<file path="src/rtl/alu_seq.sv">
// Multi-cycle integer ALU with valid/ready handshakes on both sides.
// MULU and DIVU take one shift-add / restoring-subtract step per cycle; all other ops finish in one cycle.
module alu_seq #(
    parameter int unsigned WIDTH = 32,
    parameter int unsigned CNT_W = 6
) (
    input  logic             clk,
    input  logic             rst_n,
    input  logic             in_valid,
    output logic             in_ready,
    input  logic [2:0]       alu_ctrl,
    input  logic [WIDTH-1:0] a,
    input  logic [WIDTH-1:0] b,
    output logic             out_valid,
    input  logic             out_ready,
    output logic [WIDTH-1:0] c,
    output logic [WIDTH-1:0] c_hi,
    output logic             zf,
    output logic             of,
    output logic             dz
);

    localparam logic [2:0] OP_AND  = 3'b000;
    localparam logic [2:0] OP_OR   = 3'b001;
    localparam logic [2:0] OP_MULU = 3'b010;
    localparam logic [2:0] OP_SLTU = 3'b011;
    localparam logic [2:0] OP_ADD  = 3'b100;
    localparam logic [2:0] OP_ADDU = 3'b101;
    localparam logic [2:0] OP_SUB  = 3'b110;
    localparam logic [2:0] OP_DIVU = 3'b111;

    typedef enum logic [1:0] {
        IDLE = 2'd0,
        BUSY = 2'd1,
        DONE = 2'd2
    } state_t;

    state_t           state;
    logic [CNT_W-1:0] cnt;
    logic             is_div;
    logic [WIDTH-1:0] hi_q;
    logic [WIDTH-1:0] lo_q;
    logic [WIDTH-1:0] opnd_q;

    logic [WIDTH-1:0] sc_c;
    logic [WIDTH-1:0] sc_hi;
    logic             sc_of;
    logic             sc_dz;
    logic [WIDTH-1:0] sum;
    logic [WIDTH-1:0] diff;

    logic [WIDTH:0]   add_w;
    logic [WIDTH:0]   shifted;
    logic [WIDTH:0]   sub_w;
    logic [WIDTH-1:0] hi_n;
    logic [WIDTH-1:0] lo_n;

    // Single-cycle results, computed straight from the request operands
    always_comb begin
        sum   = a + b;
        diff  = a - b;
        sc_c  = '0;
        sc_hi = '0;
        sc_of = 1'b0;
        sc_dz = 1'b0;
        unique case (alu_ctrl)
            OP_AND:  sc_c = a & b;
            OP_OR:   sc_c = a | b;
            OP_SLTU: sc_c = {{(WIDTH-1){1'b0}}, (a < b)};
            OP_ADD: begin
                sc_c  = sum;
                sc_of = (a[WIDTH-1] & b[WIDTH-1] & ~sum[WIDTH-1])
                      | (~a[WIDTH-1] & ~b[WIDTH-1] & sum[WIDTH-1]);
            end
            OP_ADDU: sc_c = sum;
            OP_SUB: begin
                sc_c  = diff;
                sc_of = (a[WIDTH-1] & ~b[WIDTH-1] & ~diff[WIDTH-1])
                      | (~a[WIDTH-1] & b[WIDTH-1] & diff[WIDTH-1]);
            end
            OP_DIVU: begin
                sc_c  = '1;
                sc_hi = a;
                sc_dz = 1'b1;
            end
            default: sc_c = '0;
        endcase
    end

    // One iteration: {hi,lo} is the product/multiplier pair or the remainder/quotient pair
    always_comb begin
        add_w   = {1'b0, hi_q} + {1'b0, opnd_q};
        shifted = {hi_q, lo_q[WIDTH-1]};
        sub_w   = shifted - {1'b0, opnd_q};
        hi_n    = hi_q;
        lo_n    = lo_q;
        if (is_div) begin
            if (!sub_w[WIDTH]) begin
                hi_n = sub_w[WIDTH-1:0];
                lo_n = {lo_q[WIDTH-2:0], 1'b1};
            end else begin
                hi_n = shifted[WIDTH-1:0];
                lo_n = {lo_q[WIDTH-2:0], 1'b0};
            end
        end else if (lo_q[0]) begin
            hi_n = add_w[WIDTH:1];
            lo_n = {add_w[0], lo_q[WIDTH-1:1]};
        end else begin
            hi_n = {1'b0, hi_q[WIDTH-1:1]};
            lo_n = {hi_q[0], lo_q[WIDTH-1:1]};
        end
    end

    always_ff @(posedge clk or negedge rst_n) begin
        if (!rst_n) begin
            state     <= IDLE;
            in_ready  <= 1'b1;
            out_valid <= 1'b0;
            c         <= '0;
            c_hi      <= '0;
            zf        <= 1'b0;
            of        <= 1'b0;
            dz        <= 1'b0;
            cnt       <= '0;
            is_div    <= 1'b0;
            hi_q      <= '0;
            lo_q      <= '0;
            opnd_q    <= '0;
        end else begin
            unique case (state)
                IDLE: begin
                    if (in_valid) begin
                        in_ready <= 1'b0;
                        if (alu_ctrl == OP_MULU) begin
                            hi_q   <= '0;
                            lo_q   <= b;
                            opnd_q <= a;
                            is_div <= 1'b0;
                            cnt    <= CNT_W'(WIDTH);
                            state  <= BUSY;
                        end else if (alu_ctrl == OP_DIVU && b != '0) begin
                            hi_q   <= '0;
                            lo_q   <= a;
                            opnd_q <= b;
                            is_div <= 1'b1;
                            cnt    <= CNT_W'(WIDTH);
                            state  <= BUSY;
                        end else begin
                            c         <= sc_c;
                            c_hi      <= sc_hi;
                            zf        <= (sc_c == '0);
                            of        <= sc_of;
                            dz        <= sc_dz;
                            out_valid <= 1'b1;
                            state     <= DONE;
                        end
                    end
                end
                BUSY: begin
                    hi_q <= hi_n;
                    lo_q <= lo_n;
                    cnt  <= cnt - CNT_W'(1);
                    if (cnt == CNT_W'(1)) begin
                        c         <= lo_n;
                        c_hi      <= hi_n;
                        zf        <= (lo_n == '0);
                        of        <= 1'b0;
                        dz        <= 1'b0;
                        out_valid <= 1'b1;
                        state     <= DONE;
                    end
                end
                DONE: begin
                    if (out_ready) begin
                        out_valid <= 1'b0;
                        in_ready  <= 1'b1;
                        state     <= IDLE;
                    end
                end
                default: state <= IDLE;
            endcase
        end
    end

endmodule

</file>
<file path="config.mk">
export PLATFORM = sky130hd
export DESIGN_NAME = alu_seq
export DESIGN_NICKNAME = d
export VERILOG_FILES = /design/src/rtl/alu_seq.sv
export SDC_FILE = /design/constraint.sdc
export NUM_CORES = 1
export LEC_CHECK = 0
export ABC_AREA = 1
export CORE_UTILIZATION = 40
export CTS_BUF_LIST = sky130_fd_sc_hd__clkbuf_4
export DETAILED_ROUTE_END_ITERATION = 8
export DONT_BUFFER_PORTS = 1
export GPL_ROUTABILITY_DRIVEN = 1
export GPL_TIMING_DRIVEN = 0
export SETUP_SLACK_MARGIN = 0.5
export SKIP_CTS_REPAIR_TIMING = 1
export SLEW_MARGIN = 20
export SYNTH_ARGS = -nofsm -noshare
export SYNTH_HDL_FRONTEND = slang
export SYNTH_SLANG_ARGS = --single-unit
</file>
<file path="constraint.sdc">
create_clock -name clk -period 3.12 [get_ports clk]
set_input_delay 0.78 -clock clk [delete_from_list [all_inputs] [get_ports clk]]
set_output_delay 0.78 -clock clk [all_outputs]
set_load 0.05 [all_outputs]
</file>
==> run_results.csv <==
group,metric,value,unit
run_status,status,"finished, violations left",
run_status,violations,"negative hold slack",
logic_synthesis,synth.most_common_cell,"nand2_1",
logic_synthesis,synth-seq-cells,174,
global_route,grt_use_total,38.0,%
sta,skew,0.0327,ns
die,core_area,0.0478,sq mm
clocking,htreeDepth,4,
logic_synthesis,yosysWarnings,0,
clocking,numCtsBuffers,17,
critical_path,cp.arrival,3.55,ns
logic_synthesis,synth-compound-area-share,20.4,%
sta,grt_setup_unrepaired,"true",
logic_synthesis,syn_inst,3136,
routing,top_layer,"met4",
die,start_util,40.7,%
job,maxCapViolCount,0,
logic_synthesis,ys_top_cells_by_count,"nand2_1 (910), inv_1 (427), nand3_1 (249)",
logic_synthesis,synth-xor-area-share,1.53,%
logic_synthesis,synthAdderAreaFrac,11.4,%
critical_path,path_cells,"ha_1 > a21oi_2 > nor2_1 > nor2_1 > inv_1 > nand2_1 > o311ai_1 > nor2_2 > buf_4 > nand2_4 > nand2_8 > nand2_8 > buf_12 > buf_4 > o211ai_2 > nand3_2 > nand2_1",
die,chipHeight,223,um
finish,area_delta_synth_final,12.5,%
critical_path,worstPathRequired,3.72,ns
pwr,leakagePower,11.0,nW
sta,hold_viol_final,173,
sta,slew_viol_final,0,
sta,setup_viol,0,
critical_path,cp_top_family,"simple AND/OR/NAND/NOR gates",
pwr,pwr_density_cell,988,mW/mm^2
routing,wl_met3,6560,um
routing,vias_per_cell,5.75,
routing,wl,96100,um
clocking,clock_latency,0.65,ns
routing,dr.first_iter.drc_count,2134,
routing,num_vias,21984,
clocking,cts_root_buf,"clkbuf_4",
logic_synthesis,synth_area_leaders,"dfrtp_1 (22%), nand2_1 (18%), ha_1 (11%)",
pwr,finalPower,0.0216,W
finish,drive_above_1_share,12.8,%
logic_synthesis,avgSynthCellArea,6.20,sq um
sta,slew-limit-headroom,29.0,%
logic_synthesis,synth_ff_type,"dfrtp_1",
logic_synthesis,ys_types,55,
clocking,path_clk_slew,0.17,ns
global_route,antenna_found_initial,3,
critical_path,worst-path-max-fanout,8,
routing,drc_errors,0,
logic_synthesis,synthSimpleGateAreaFrac,32.8,%
sta,max_freq,339,MHz
critical_path,path_class,"reg2reg",
global_route,overflow,0,
critical_path,critPathCaptureType,"flop",
clocking,cts_tree,"built",
sta,period_needed,2.95,ns
global_route,grt_pass1_vias,20858,
logic_synthesis,async_flop_share,100,%
finish,nets,3441,
die,floorplan.rows,80,
routing,routed-wl-met2,46800,um
logic_synthesis,netlist_area,0.0195,sq mm
critical_path,crit_slowest_cell,"dfrtp_2",
logic_synthesis,synthMuxAreaShare,0,%
global_route,grt_pass1_wl,138000,um
pwr,vdd_drop_max,497,uV
sta,hold_ws,-0.209,ns
logic_synthesis,yosysSeqAreaShare,22.4,%
die,fp.dieArea,0.0495,sq mm
sta,fin_crit_sh,94.5,%
routing,wl_per_cell,25.1,um
logic_synthesis,synth_nets,3382,
sta,fin_tns_setup,0,ns
routing,antenna_left,0,
sta,worst_pin_slew,1.06,ns
placed_design,place.gp.congestion,1.03,
critical_path,startpoint_type,"flop",
clocking,cts.sinks,174,
finish,fillCellCount,5105,
hold_path,hp-class,"in2async",
clocking,clockBufferDepth,2,
critical_path,max_stage_delay,0.49,ns
logic_synthesis,synth_top_family_by_area,"simple AND/OR/NAND/NOR gates",
logic_synthesis,synth_top_cell_area_share,22.3,%
routing,wl_met1,37600,um
die,die_x,223,um
routing,drt_pass1_iterations,6,
placed_design,place_hpwl,80000,um
global_route,grt_max_degree,175,
placed_design,io_buffers,0,
critical_path,cp.buffers_inverters,4,
logic_synthesis,yosys.area.top_type,"dfrtp_1",
die,pin_count,140,
logic_synthesis,synth_edf_count,0,
state kept, by name, indices dropped and copies added (netlist names), 2 cells and up:
| signal | flops |
|---|---|
| c | 32 |
| c_hi | 32 |
| hi_q | 32 |
| lo_q | 32 |
| opnd_q | 32 |
| cnt | 6 |
| state | 2 |
through the flow:
step | hold slack, ns | worst slack (ns) | util (%) | cell area (sq um) | std cells
after floorplan | 0.464 | 0.502 | - | 19500 | 3136
after global placement | 0.488 | -0.762 | 42.3 | 20200 | 3751
after detailed placement | 0.487 | -0.768 | 42.3 | 20200 | 3751
after CTS | -0.234 | -0.203 | 43.0 | 20600 | 3782
after global routing | -0.230 | 0.0861 | 45.8 | 21900 | 3823
final | -0.209 | 0.171 | 45.8 | 21900 | 3823
power breakdown:
group	switching (W)	total (W)	internal [W]
clock	0.000918	0.00156	0.000644
sequential	0.00250	0.00575	0.00325
combinational	0.00960	0.0143	0.00472
cells in the final DEF (no fill, tap or decap), drive strengths merged, types with 8 or more instances in the layout:
cell type and n:
a21o 12, a21oi 243, a22oi 33, a31oi 11
buf 101, clkbuf 76, dfrtp 173, ha 171
inv 436, nand2 918, nand3 249, nand3b 8
nand4 37, nor2 245, nor3 25, nor4 21
o211ai 73, o21ai 229, o21bai 15, o221ai 29
or2 19, xnor2 15, xor2 19
cell type report:
type / count / area (sq um) / area share [%]
antenna: 1 / 2.50 / 0.0114
buffer: 120 / 672 / 3.07
clock buffer: 18 / 135 / 0.617
clock inverter: 13 / 186 / 0.852
inverter: 436 / 1650 / 7.52
multi-input combinational: 2407 / 13800 / 63.0
sequential: 174 / 4370 / 20.0
tap: 615 / 769 / 3.51
timing repair buffer: 39 / 317 / 1.45
per-layer routing:
layer	up-vias	track usage [%]
li1	10428	-
met1	10482	45.0
met2	885	66.3
met3	189	6.11
met4	0	19.0
met5	-	0
kinds of logic (layout without fill, tap and decap cells):
group / after synthesis / count (layout)
and+or+nand+nor: 1528 / 1529
buffers and inverters: 556 / 626
xor gates and xnor gates: 34 / 34
adders and majority gates: 175 / 175
other: 0 / 1
AOI/OAI and AO/OA: 669 / 669
DFF: 174 / 174
worst paths after layout:
kind                       startpoint  slack, ns  cells after the start       end
min in group clk            out_ready       0.23                      2  in_ready
max                          hi_q[24]       0.17                     17   c_hi[4]
min                             rst_n      -0.21                      0     c[20]
max in group asynchronous       rst_n       2.73                      0  hi_q[12]
max reg2reg                  hi_q[24]       0.17                     17   c_hi[4]
min reg2reg                   lo_q[9]       0.54                      2   lo_q[9]
Note: power is estimated with default switching activity, not from simulation.
